$ cat src/rtl/cpu_defs.sv
// Shared definitions for the CPU fetch stage.
// - Redirect kind encodings used by the PC unit.
// - Default program-counter width.
package cpu_defs;

  localparam int unsigned PC_W_DEFAULT = 48;

  localparam logic [1:0] REDIR_JUMP = 2'd0;
  localparam logic [1:0] REDIR_CALL = 2'd1;
  localparam logic [1:0] REDIR_RET  = 2'd2;
  localparam logic [1:0] REDIR_RSVD = 2'd3;  // decoded as a jump

endpackage

$ cat src/rtl/pc_ras.sv
// Circular return-address stack (LIFO) with sticky overflow/underflow flags.
// Ports:
//   clk       : clock, all state changes on the falling edge
//   rst       : synchronous active-high reset (count, pointer, flags)
//   push      : push push_data (overwrites the oldest entry when full)
//   pop       : pop the top entry (no-op except udf when empty)
//   push_data : value to push
//   top_data  : entry at the top pointer (valid when !empty)
//   empty     : stack holds no entries
//   full      : stack holds DEPTH entries
//   ovf       : sticky, a push happened while full
//   udf       : sticky, a pop happened while empty
module pc_ras #(
  parameter int unsigned W     = 48,
  parameter int unsigned DEPTH = 4
) (
  input  logic         clk,
  input  logic         rst,
  input  logic         push,
  input  logic         pop,
  input  logic [W-1:0] push_data,
  output logic [W-1:0] top_data,
  output logic         empty,
  output logic         full,
  output logic         ovf,
  output logic         udf
);

  localparam int unsigned PTR_W = $clog2(DEPTH);
  localparam int unsigned CNT_W = PTR_W + 1;

  if ((DEPTH < 2) || ((DEPTH & (DEPTH - 1)) != 0)) begin : g_bad_depth
    $error("pc_ras: DEPTH must be a power of two and at least 2");
  end

  // Small and read combinationally for next-PC selection, so it maps to
  // distributed storage rather than block RAM.
  logic [W-1:0]     mem_reg [DEPTH];
  logic [PTR_W-1:0] top_reg, top_next;
  logic [CNT_W-1:0] count_reg, count_next;
  logic             ovf_reg, ovf_next;
  logic             udf_reg, udf_next;

  assign empty    = (count_reg == '0);
  assign full     = (count_reg == CNT_W'(DEPTH));
  assign top_data = mem_reg[top_reg];
  assign ovf      = ovf_reg;
  assign udf      = udf_reg;

  always_comb begin
    top_next   = top_reg;
    count_next = count_reg;
    ovf_next   = ovf_reg;
    udf_next   = udf_reg;
    if (push) begin
      // Pointer wraps naturally (power-of-two depth). When full, the slot
      // after the top is the oldest entry, so it gets overwritten.
      top_next = top_reg + 1'b1;
      if (full) begin
        ovf_next = 1'b1;
      end else begin
        count_next = count_reg + 1'b1;
      end
    end else if (pop) begin
      if (empty) begin
        udf_next = 1'b1;
      end else begin
        top_next   = top_reg - 1'b1;
        count_next = count_reg - 1'b1;
      end
    end
  end

  always_ff @(negedge clk) begin
    if (rst) begin
      top_reg   <= '0;
      count_reg <= '0;
      ovf_reg   <= 1'b0;
      udf_reg   <= 1'b0;
    end else begin
      top_reg   <= top_next;
      count_reg <= count_next;
      ovf_reg   <= ovf_next;
      udf_reg   <= udf_next;
    end
  end

  // Entry contents are don't-care after reset, so the array has no reset.
  always_ff @(negedge clk) begin
    if (!rst && push) begin
      mem_reg[top_next] <= push_data;
    end
  end

endmodule

$ cat src/rtl/pc_unit.sv
// Program-counter unit for the fetch stage.
// Priority: reset > redirect > stall > increment. Calls push the return
// address (pc_out + STEP) on a circular RAS; returns pop it, falling back
// to redir_target when the RAS is empty.
// Ports:
//   clk, rst     : clock (falling-edge state updates), synchronous reset
//   stall        : hold PC when no redirect is requested
//   redir_valid  : redirect request; redir_kind selects jump/call/return
//   redir_target : jump/call target, fallback target for empty return
//   pc_out       : registered PC
//   pc_next      : combinational next PC (prefetch)
//   ras_empty/ras_full/ras_ovf/ras_udf : RAS status
module pc_unit
  import cpu_defs::*;
#(
  parameter int unsigned      PC_W      = PC_W_DEFAULT,
  parameter int unsigned      STEP      = 1,
  parameter int unsigned      RAS_DEPTH = 4,
  parameter logic [PC_W-1:0]  RESET_PC  = '0
) (
  input  logic            clk,
  input  logic            rst,
  input  logic            stall,
  input  logic            redir_valid,
  input  logic [1:0]      redir_kind,
  input  logic [PC_W-1:0] redir_target,
  output logic [PC_W-1:0] pc_out,
  output logic [PC_W-1:0] pc_next,
  output logic            ras_empty,
  output logic            ras_full,
  output logic            ras_ovf,
  output logic            ras_udf
);

  logic [PC_W-1:0] pc_reg;
  logic [PC_W-1:0] pc_inc;
  logic [PC_W-1:0] ras_top;
  logic            is_call;
  logic            is_ret;

  // Truncating add: wrap past the top of the address space is silent.
  assign pc_inc  = pc_reg + PC_W'(STEP);
  assign is_call = redir_valid && (redir_kind == REDIR_CALL);
  assign is_ret  = redir_valid && (redir_kind == REDIR_RET);

  // Redirect wins over stall: flushes originate in later stages.
  always_comb begin
    pc_next = pc_inc;
    if (redir_valid) begin
      if (is_ret && !ras_empty) begin
        pc_next = ras_top;
      end else begin
        pc_next = redir_target;
      end
    end else if (stall) begin
      pc_next = pc_reg;
    end
  end

  pc_ras #(
    .W     (PC_W),
    .DEPTH (RAS_DEPTH)
  ) u_ras (
    .clk       (clk),
    .rst       (rst),
    .push      (is_call),
    .pop       (is_ret),
    .push_data (pc_inc),
    .top_data  (ras_top),
    .empty     (ras_empty),
    .full      (ras_full),
    .ovf       (ras_ovf),
    .udf       (ras_udf)
  );

  always_ff @(negedge clk) begin
    if (rst) begin
      pc_reg <= RESET_PC;
    end else begin
      pc_reg <= pc_next;
    end
  end

  assign pc_out = pc_reg;

endmodule

$ cat config.mk
export PLATFORM = sky130hd
export DESIGN_NAME = pc_unit
export DESIGN_NICKNAME = d
export VERILOG_FILES = /design/src/rtl/cpu_defs.sv /design/src/rtl/pc_ras.sv /design/src/rtl/pc_unit.sv
export SDC_FILE = /design/constraint.sdc
export NUM_CORES = 1
export LEC_CHECK = 0
export BUFFER_PORTS_ARGS = -buffer_cell sky130_fd_sc_hd__buf_2
export CORE_MARGIN = 2
export CORE_UTILIZATION = 45
export DETAILED_ROUTE_END_ITERATION = 8
export PLACE_DENSITY = 0.67
export SLEW_MARGIN = 40
export SYNTH_ARGS = -nofsm -noshare
export SYNTH_HDL_FRONTEND = slang
export SYNTH_HIERARCHICAL = 1
export SYNTH_SLANG_ARGS = --single-unit
$ cat constraint.sdc
create_clock -name clk -period 9.35 [get_ports clk]
set_input_delay 1.4025 -clock clk [delete_from_list [all_inputs] [get_ports clk]]
set_output_delay 1.4025 -clock clk [all_outputs]
set_load 0.05 [all_outputs]
; ---- Yosys cells after proc, flatten, opt, wreduce, memory -nomap -nowiden
; Memories as Yosys holds them, arrays and structs flattened. A register that Yosys moved wholly into a read port is not among the register bits.
; Index checks and enable logic that the tools add are counted.
[totals]
ramBits = 192
output_inout_bits = 100
ff_bits = 55
in_bits = 54
mem_count = 1
[memory_table]
columns = memory, depth, width, rd, rd_ports_with_merged_regs, wr, line_no
row1 = u_ras.mem_reg, 4, 48, 1, 1, 1, pc_ras.sv:38  ; logic [W-1:0] mem_reg [DEPTH];
[op_classes]
mux = 13
n_addsub = 5
reduce_logical = 11
n_bitwise = 1
n_eq_ne = 5
[ops]
columns = op, n
row1 = $mux W48, 3
row2 = $add A48 B1 Y48 const B, 1
row3 = $mux W3, 4
row4 = $mux W2, 4
row5 = $reduce_and A3 Y1, 2
row6 = $logic_and A1 B1 Y1, 4
row7 = $add A3 B1 Y3 const B, 1
row8 = $eq A3 B3 Y1 const B, 1
row9 = $logic_not A3 Y1, 1
row10 = $sub A3 B1 Y3 const B, 1
row11 = $add A2 B1 Y2 const B, 1
row12 = $eq A2 B1 Y1 const B, 1
row13 = $eq A2 B2 Y1 const B, 1
row14 = $logic_not A1 Y1, 2
row15 = $mux W1, 2
row16 = $ne A2 B1 Y1 const B, 1
row17 = $ne A2 B2 Y1 const B, 1
row18 = $reduce_and A2 Y1, 1
row19 = $reduce_bool A2 Y1, 1
row20 = $sub A2 B1 Y2 const B, 1
row21 = $not A1 Y1, 1

; ---- Longest topological paths before layout
; Gate-level depths: netlist of run 1.
[depth]
depth_word = 5
mapped_depth = 12

; ---- By module
; Netlist of run 1, hierarchy kept.
[modules_own_cells]
columns = module, instances, area_each_um2, cells_each
row1 = pc_ras, 1, 7358.3, 299
row2 = pc_unit, 1, 4712.0, 675

==> results of run 1 <==
[Yosys cell counts, types with 6 or more instances]
master and count:
a211oi_1 9, a21oi_1 29, a31oi_1 18, and2_1 24, and3_1 14, and4_1 8
buf_1 9, buf_2 14, clkbuf_1 42, dfxtp_1 55, edfxtp_1 192, inv_1 9
mux2_2 6, mux2i_1 20, mux4_2 48, nand2_1 118, nand3_1 49, nand4_1 32
nor2_1 40, nor2b_1 13, nor3_1 28, nor4_1 19, o211a_1 7, o21a_1 10
or3_1 6, or4_1 10, xnor2_1 42, xor2_1 29
[cell usage in the layout, fill, tap and decap left out, types with 13 or more instances in the layout]
| cell type | n |
|---|---|
| a21oi_1 | 29 |
| a31oi_1 | 18 |
| and2_1 | 24 |
| and3_1 | 14 |
| buf_2 | 151 |
| buf_4 | 39 |
| clkbuf_16 | 29 |
| dfxtp_1 | 48 |
| edfxtp_1 | 192 |
| inv_1 | 262 |
| mux2i_1 | 20 |
| mux4_2 | 48 |
| nand2_1 | 118 |
| nand3_1 | 49 |
| nand4_1 | 32 |
| nor2_1 | 40 |
| nor2b_1 | 13 |
| nor3_1 | 27 |
| nor4_1 | 13 |
| xnor2_1 | 41 |
| xor2_1 | 29 |
[cells by family (layout without fill, tap and decap cells)]
logic type | Yosys count | in the layout | synth area share, %
flip-flops | 247 | 247 | 56.89
multiplexers | 77 | 77 | 11.45
AND/OR/NAND/NOR | 384 | 384 | 16.78
buffers and inverters | 83 | 496 | 3.089
XOR/XNOR | 71 | 71 | 5.152
AO/OA/AOI/OAI | 110 | 110 | 6.365
adder cells (fa/ha/maj) | 2 | 2 | 0.2695
[critical path: stages, from the launching register on]
cell	delay [ns]
dfxtp_1	0.51
nand4_1	0.28
or4_1	0.58
nor4_2	0.40
mux2_2	0.40
a31oi_1	0.15
buf_2	0.29
[routing by layer]
metal	vias to the layer above	part of all wire [%]	GRT usage, %	routed length [µm]
li1	4512	-	-	-
met1	4878	40	31.57	14400
met2	492	48	40.96	17310
met3	87	9.9	8.674	3596
met5	-	0	0	0
met4	0	2.8	12.67	1034
[how the worst min path moves through the flow]
| stage | startpoint | to | slack, ns | cells past startpoint |
|---|---|---|---|---|
| floorplan | u_ras/count_reg[2]$_SDFFE_NP0P_ | u_ras/ovf$_SDFFE_NP0P_ | 0.54 | 2 |
| global placement | u_ras/ovf$_SDFFE_NP0P_ | u_ras/ovf$_SDFFE_NP0P_ | 0.44 | 2 |
| detailed placement | u_ras/ovf$_SDFFE_NP0P_ | u_ras/ovf$_SDFFE_NP0P_ | 0.46 | 2 |
| CTS | u_ras/ovf$_SDFFE_NP0P_ | u_ras/ovf$_SDFFE_NP0P_ | 0.46 | 2 |
| global route | u_ras/udf$_SDFFE_NP0P_ | u_ras/udf$_SDFFE_NP0P_ | 0.48 | 2 |
| finish | u_ras/ovf$_SDFFE_NP0P_ | u_ras/ovf$_SDFFE_NP0P_ | 0.46 | 2 |
[where the power goes]
group,total (mW),internal [mW],switching [mW]
clock network,1.41,0.720,0.695
logic,0.381,0.114,0.267
registers,1.27,1.22,0.0439
total,3.06,2.06,1.01
[final cells by class]
| class | count | area [µm²] | area share, % |
|---|---|---|---|
| clock buffers | 29 | 725.7 | 4.784 |
| clock inverters | 265 | 1031 | 6.796 |
| inverters | 8 | 30.03 | 0.1979 |
| multi-input cells | 644 | 4969 | 32.75 |
| flip-flops and latches | 247 | 6880 | 45.35 |
| well taps | 335 | 419.2 | 2.763 |
| repair buffers | 194 | 1116 | 7.357 |
[repair_timing]
action,CTS,global route
buffers inserted,0,3
hold buffers,0,0
resized for setup,3,16
pin swaps,0,1
endpoints found under the setup margin,3,18
[metrics by stage]
| step | util [%] | power (mW) | cells |
|---|---|---|---|
| after floorplan | - | 1.702 | 974 |
| after detailed placement | 50.84 | 1.814 | 1427 |
| after global placement | 50.83 | 1.811 | 1427 |
| final | 57.89 | 3.061 | 1722 |
| after CTS | 57.59 | 3.102 | 1719 |
| after global routing | 57.89 | 3.254 | 1722 |
==> flow_summary.yaml, run 1 <==
placement:
  place_area_mm2: 0.01332
  dp_hpwl_um: 24670
  port_buffers: 153
  dp_slack_ns: 0.5867
  place_congestion: 0.9448
global_routing:
  antenna_found_initial: 0
  grt_max_degree: 74
  grt_usage_pct: 25.74
  first_global_vias: 10610
  grt_pass1_wl_um: 55610
  overflow: 0
synth:
  yosys_warnings: 6
  synth-seq-cells: 247
  synth-seq-area-share_pct: 56.89
  netlist_instances: 974
  synth_top_area_share_pct: 47.77
  synth_edf_count: 192
  synth.distinct_cells: 65
  ys.flop_type: "edfxtp_1"
  synth_fp_nets: 1030
  yosysTopAreaCell: "edfxtp_1"
  synth_area_leaders: "edfxtp_1, dfxtp_1, mux4_2, nand2_1, xnor2_1"
  ys_async_sr_fraction_pct: 0
  syn_area_per_cell_um2: 12.39
  syn_area_mm2: 0.01207
status:
  status: "finished clean"
finish:
  drive_above_1_share_pct: 23.50
  area_growth_pct: 25.69
  nets: 1426
  num-fill-cells: 2242
  postLayoutCellArea_mm2: 0.01517
  n_antenna_cell: 0
  largest_reg_flops: 192
clock_network:
  cts-root-buf: "clkbuf_16"
  clkLatencyLatePin_ns: 0.60
  cts_buffers: 28
  htreeDepth: 1
  clk_pin_slew_ns: 0.03
  cts_tree: "done"
  clock-sinks: 247
  cts_max_path_buffers: 3
timing:
  tightest_slew_ns: 0.7872
  setup_tns_ns: 0
  timing.hold.ws_ns: 0.4564
  finalHoldViolCount: 0
  setup_ws_ns: 0.07631
  clock-skew-final_ns: 0.02759
  final_max_slew_viol_count: 0
  slew_headroom_pct: 47.12
  setup_viol: 0
die:
  die-height_um: 167.8
  rows: 59
  start_util_pct: 46.06
  fp.dieW_um: 167.8
  dieArea_mm2: 0.02815
  io_pins: 154
  core_area_mm2: 0.02621
drt:
  drt-total-wl_um: 36350
  vias: 9969
  wl_per_cell_um: 21.11
  postRouteAntennaNets: 0
  drc_errors: 0
  avgViaCountPerCell: 5.789
  drt_iter0_markers: 957
  drtPass1Iterations: 5
job:
  cap_violations: 0
critical_path:
  cp_data_arrival_time_ns: 7.87
  crit_type: "register to output port"
  end_kind: "output port"
  critPathLaunchType: "register"
  cp-startpoint: "pc_out[27]$_SDFF_NP0_"
  critPathMaxFanout: 8
  cp-endpoint: "pc_next[34]"
  cp.required_ns: 7.95
  r2r_setup_slack_ns: 6.28
  regToRegEndpoint: "u_ras/mem_reg[1][33]$_DFFE_NP_"
  r2r_start: "pc_out[17]$_SDFF_NP0_"
  ff2ff_path_depth: 5
power_and_ir_drop:
  leakagePower_nw: 6.538
  p_per_area_mw_per_mm2: 201.8
  ir_drop_uv: 167.4
min_path:
  hold_path.class: "register to register"
Note: power is estimated with default switching activity, not from simulation.
==> run 2, diff against run 1 <==
--- a/config.mk
+++ b/config.mk
@@ -5,6 +5,7 @@
 export SDC_FILE = /design/constraint.sdc
 export NUM_CORES = 1
 export LEC_CHECK = 0
+export ABC_AREA = 1
 export BUFFER_PORTS_ARGS = -buffer_cell sky130_fd_sc_hd__buf_2
 export CORE_MARGIN = 2
 export CORE_UTILIZATION = 45
==> flow_summary.yaml, run 2 <==
finish:
  area_growth_pct: 23.92
  largest_reg_flops: 192
  n_antenna_cell: 0
  finish.utilization_pct: 57.02
  postLayoutCellArea_mm2: 0.01494
  mostFrequentLayoutCells: "inv_1, nand2_1, nand3_1"
  nets: 1746
  drive_above_1_share_pct: 16.78
  final_common_cell: "inv_1"
clock_network:
  post-cts-setup-buffer-count: 0
  clk_pin_slew_ns: 0.03
  cts_buffers: 29
  holdBufCountCts: 0
  cts-root-buf: "clkbuf_16"
  cts_max_path_buffers: 3
  clkLatencyLatePin_ns: 0.60
  htreeDepth: 1
  ctsResizeCount: 0
  cts_tree: "done"
  clock-sinks: 247
drt:
  vias: 11280
  wl_per_cell_um: 18.30
  drt-total-wl_um: 37430
  drc_errors: 0
  avgViaCountPerCell: 5.517
  drtPass1Iterations: 6
  postRouteAntennaNets: 0
  drt_iter0_markers: 1200
placement:
  port_buffers: 153
  dp_hpwl_um: 23970
  place_area_mm2: 0.01311
  dp_slack_ns: 0.9144
  place_congestion: 0.8762
power_and_ir_drop:
  p_per_area_mw_per_mm2: 212.7
  p_total_mw: 3.178
  ir_drop_uv: 153.0
  leakagePower_nw: 6.830
synth:
  ys_async_sr_fraction_pct: 0
  synthTopCellsByCount: "nand2_1, nand3_1, edfxtp_1, nor2_1, a21oi_1"
  synth_fp_nets: 1360
  synth.distinct_cells: 41
  ys.flop_type: "edfxtp_1"
  synth_edf_count: 192
  yosysMostFrequentCell: "nand2_1"
  synth_top_area_share_pct: 47.81
  synth-seq-cells: 247
  synth_area_leaders: "edfxtp_1, dfxtp_1, nand3_1, nand2_1, nor2_1"
  syn_area_mm2: 0.01206
  yosysTopAreaCell: "edfxtp_1"
  netlist_instances: 1304
  syn_area_per_cell_um2: 9.248
  synth-seq-area-share_pct: 56.94
  yosys_warnings: 6
global_routing:
  antenna_found_initial: 0
  overflow: 0
  grt_pass1_wl_um: 57960
  grt_usage_pct: 26.26
  grt_max_degree: 63
  first_global_vias: 11210
min_path:
  hold_path.class: "register to register"
timing:
  finalHoldViolCount: 0
  setup_viol: 0
  setup_ws_ns: 0.2990
  setup_tns_ns: 0
  rsz0062_at_grt: "false"
  clock-skew-final_ns: 0.02504
  tightest_slew_ns: 0.7954
  final_max_slew_viol_count: 0
  slew_headroom_pct: 46.97
status:
  status: "finished clean"
die:
  dieArea_mm2: 0.02812
  rows: 59
  die-height_um: 167.7
  fp.dieW_um: 167.7
  core_area_mm2: 0.02621
  io_pins: 154
  start_util_pct: 46.02
critical_path:
  crit_type: "register to output port"
  critPathMaxFanout: 61
  critPathLaunchType: "register"
  cp.required_ns: 7.95
  end_kind: "output port"
  cp_data_arrival_time_ns: 7.65
job:
  cap_violations: 0
[run 2: worst max-delay path, stage by stage (launching register included)]
cell     delay [ns]
dfxtp_4        0.56
nor2_4         0.63
buf_4          0.37
a22oi_2        0.07
nand3_1        0.08
nor2_1         0.05
nor2_1         0.08
o21ai_0        0.12
nand2_1        0.13
buf_2          0.27
[run 2: power by group]
| part | internal, mW | switching, mW | total [mW] |
|---|---|---|---|
| combinational | 0.0979 | 0.309 | 0.407 |
| clock | 0.786 | 0.727 | 1.51 |
| sequential | 1.22 | 0.0373 | 1.26 |
[run 2: per-stage QoR]
step           hold WS [ns]  instances
6_report             0.4400       2045
5_1_grt              0.4750       2045
4_1_cts              0.4453       2045
3_5_place_dp         0.4401       1749
3_3_place_gp         0.4335       1749
2_1_floorplan        0.4660       1304
[run 2: logic make-up after synthesis]
kind of cell / synth area share (%)
simple gates: 25.31
flops: 56.94
compound gates: 10.40
buf+inv: 5.748
xor+xnor: 1.338
fa+ha+maj: 0.2698
[run 2: cell type report]
cell class                 count  area [µm²]
clock buffer                  29       725.7
tap                          335       419.2
clock inverter               269        1112
sequential                   247        6872
fill                        2350       11260
inverter                      83       314.1
timing repair buffer         180       980.9
multi-input combinational    902        4519
[run 2: final timing paths]
kind | startpoint | end | slack [ns] | cells past startpoint
setup reg to reg | u_ras/top_reg[0]$_SDFF_NP0_ | u_ras/mem_reg[1][35]$_DFFE_NP_ | 6.85 | 5
hold / removal | u_ras/ovf$_SDFFE_NP0P_ | u_ras/ovf$_SDFFE_NP0P_ | 0.44 | 2
setup / recovery | u_ras/top_reg[1]$_SDFF_NP0_ | pc_next[17] | 0.30 | 9
hold reg to reg | u_ras/ovf$_SDFFE_NP0P_ | u_ras/ovf$_SDFFE_NP0P_ | 0.44 | 2
[run 2: metal layers]
metal / routed length, µm / up-vias / part of all wire (%) / GRT usage [%]
met4: 1287 / 0 / 3.4 / 13.57
met3: 3400 / 86 / 9.1 / 7.114
met2: 17110 / 581 / 46 / 39.92
met5: 0 / - / 0 / 0
met1: 15630 / 5320 / 42 / 34.63
li1: - / 5295 / - / -
==> run 3, diff against run 2 <==
--- a/config.mk
+++ b/config.mk
@@ -9,8 +9,9 @@
 export BUFFER_PORTS_ARGS = -buffer_cell sky130_fd_sc_hd__buf_2
 export CORE_MARGIN = 2
 export CORE_UTILIZATION = 45
+export CTS_BUF_LIST = sky130_fd_sc_hd__clkbuf_8
 export DETAILED_ROUTE_END_ITERATION = 8
-export PLACE_DENSITY = 0.67
+export PLACE_DENSITY_LB_ADDON = 0.2
 export SLEW_MARGIN = 40
 export SYNTH_ARGS = -nofsm -noshare
 export SYNTH_HDL_FRONTEND = slang
==> flow_summary.yaml, run 3 (synthesis gave the netlist of run 2 again) <==
die:
  start_util_pct: 46.02
  rows: 59
  io_pins: 154
  fp.dieW_um: 167.7
  core_area_mm2: 0.02621
  dieArea_mm2: 0.02812
  die-height_um: 167.7
placement:
  place_area_mm2: 0.01307
  dp_slack_ns: 0.9621
  port_buffers: 153
  place_congestion: 0.8517
  dp_hpwl_um: 23420
job:
  cap_violations: 0
global_routing:
  grt_pass1_wl_um: 59160
  first_global_vias: 11580
  antenna_found_initial: 0
  grt_max_degree: 69
  grt_usage_pct: 26.98
  overflow: 0
drt:
  met2WireLength_um: 17810
  postRouteAntennaNets: 0
  met3_wirelength_um: 3557
  drc_errors: 0
  highest_layer: "met4"
  drt-total-wl_um: 38160
  drtPass1Iterations: 6
  wl_per_cell_um: 18.47
  wl_met1_um: 15910
  vias: 11370
  avgViaCountPerCell: 5.505
  drt_iter0_markers: 1109
critical_path:
  ff2ff_path_depth: 4
  r2r_setup_slack_ns: 6.57
  crit_chain: "nor2_1 > nand2_1 > inv_1 > inv_1 > nand2_2 > buf_4 > nand2_1 > and3_1 > a21oi_2 > buf_2"
  critPathTopFamily: "buffers and inverters"
  critPathLaunchType: "register"
  crit_cells: 10
  worst-path-buf-inv: 4
  cp_data_arrival_time_ns: 7.61
  worst_path_max_delay_cell: "buf_4"
  end_kind: "output port"
  critPathMaxFanout: 57
  crit_type: "register to output port"
  regToRegEndpoint: "u_ras/mem_reg[0][22]$_DFFE_NP_"
  cp.required_ns: 7.95
  worst_path_largest_cell_delay_ns: 0.58
  r2r_start: "u_ras/top_reg[1]$_SDFF_NP0_"
timing:
  finalHoldViolCount: 0
  slew_headroom_pct: 43.24
  rsz0062_at_grt: "false"
  setup_ws_ns: 0.3420
  clock-skew-final_ns: 0.02590
  final_max_slew_viol_count: 0
  setup_viol: 0
  tightest_slew_ns: 0.8514
clock_network:
  cts-root-buf: "clkbuf_8"
  clock-sinks: 247
  post-cts-setup-buffer-count: 0
  clkLatencyLatePin_ns: 0.59
  clk_pin_slew_ns: 0.04
  ctsResizeCount: 0
  holdBufCountCts: 0
  cts_buffers: 46
  htreeDepth: 2
  cts_tree: "done"
  cts_max_path_buffers: 3
finish:
  finish.utilization_pct: 56.53
  drive_above_1_share_pct: 17.16
  nets: 1756
  area_growth_pct: 22.86
  final_common_cell: "inv_1"
  mostFrequentLayoutCells: "inv_1, nand2_1, nand3_1"
  num-fill-cells: 2420
  n_antenna_cell: 0
  largest_reg_flops: 192
  postLayoutCellArea_mm2: 0.01482
power_and_ir_drop:
  leakagePower_nw: 6.800
  ir_drop_uv: 106.6
  combPwrFrac_pct: 13.5
  power_switching_mw: 1.078
  p_int_mw: 1.967
  switching_share_pct: 35.40
  seq_power_share_pct: 41.3
  pwr-share-clk_pct: 45.2
  p_per_area_mw_per_mm2: 205.5
min_path:
  hold_path.class: "register to register"
  min_to: "u_ras/ovf$_SDFFE_NP0P_"
  hold_start: "u_ras/ovf$_SDFFE_NP0P_"
  worstHoldPathCells: 2
status:
  status: "finished clean"
-- run 3: how the worst max path moves through the flow --
stage                                               end                             from  slack [ns]
after floorplan           u_ras/mem_reg[0][0]$_DFFE_NP_                      redir_valid       -0.28
after global placement                      pc_next[13]  u_ras/count_reg[0]$_SDFFE_NP0P_        0.99
after detailed placement                    pc_next[13]  u_ras/count_reg[0]$_SDFFE_NP0P_        0.96
after CTS                                   pc_next[13]  u_ras/count_reg[0]$_SDFFE_NP0P_        0.33
after global routing                        pc_next[13]  u_ras/count_reg[0]$_SDFFE_NP0P_        0.12
final                                       pc_next[13]  u_ras/count_reg[0]$_SDFFE_NP0P_        0.34
-- run 3: per-stage QoR --
step	TNS (ns)	hold WS, ns	cells	power (mW)
floorplan	-26.66	0.4660	1304	1.716
global placement	0	0.4364	1742	1.831
detailed placement	0	0.4435	1742	1.835
CTS	0	0.4487	2066	3.080
global route	0	0.4774	2066	3.240
finish	0	0.4429	2066	3.045
-- run 3: worst min-delay path, stage by stage, from the launching register on --
cell and delay (ns):
dfxtp_1 0.29, inv_1 0.04, a21oi_1 0.05
-- run 3: layout make-up --
class,instances,area (µm²),share of cell area [%]
flip-flops and latches,247,6872,46.38
multi-input cells,902,4519,30.50
inverters,83,314.1,2.120
well taps,335,419.2,2.829
repair buffers,173,940.9,6.351
clock buffers,49,674.4,4.552
clock inverters,277,1076,7.263
-- run 3: power by group through the flow --
stage | combinational (mW) | sequential (mW) | clock, mW
detailed placement | 0.407 | 1.27 | 0.159
finish | 0.411 | 1.26 | 1.38
global placement | 0.403 | 1.27 | 0.159
global route | 0.440 | 1.26 | 1.54
floorplan | 0.248 | 1.31 | 0.159
CTS | 0.410 | 1.26 | 1.41
-- run 3: layer usage --
| metal | vias to the layer above | track usage [%] |
|---|---|---|
| met2 | 638 | 42.38 |
| met3 | 77 | 7.800 |
| met1 | 5341 | 34.68 |
| li1 | 5317 | - |
| met4 | 0 | 12.48 |
| met5 | - | 0 |
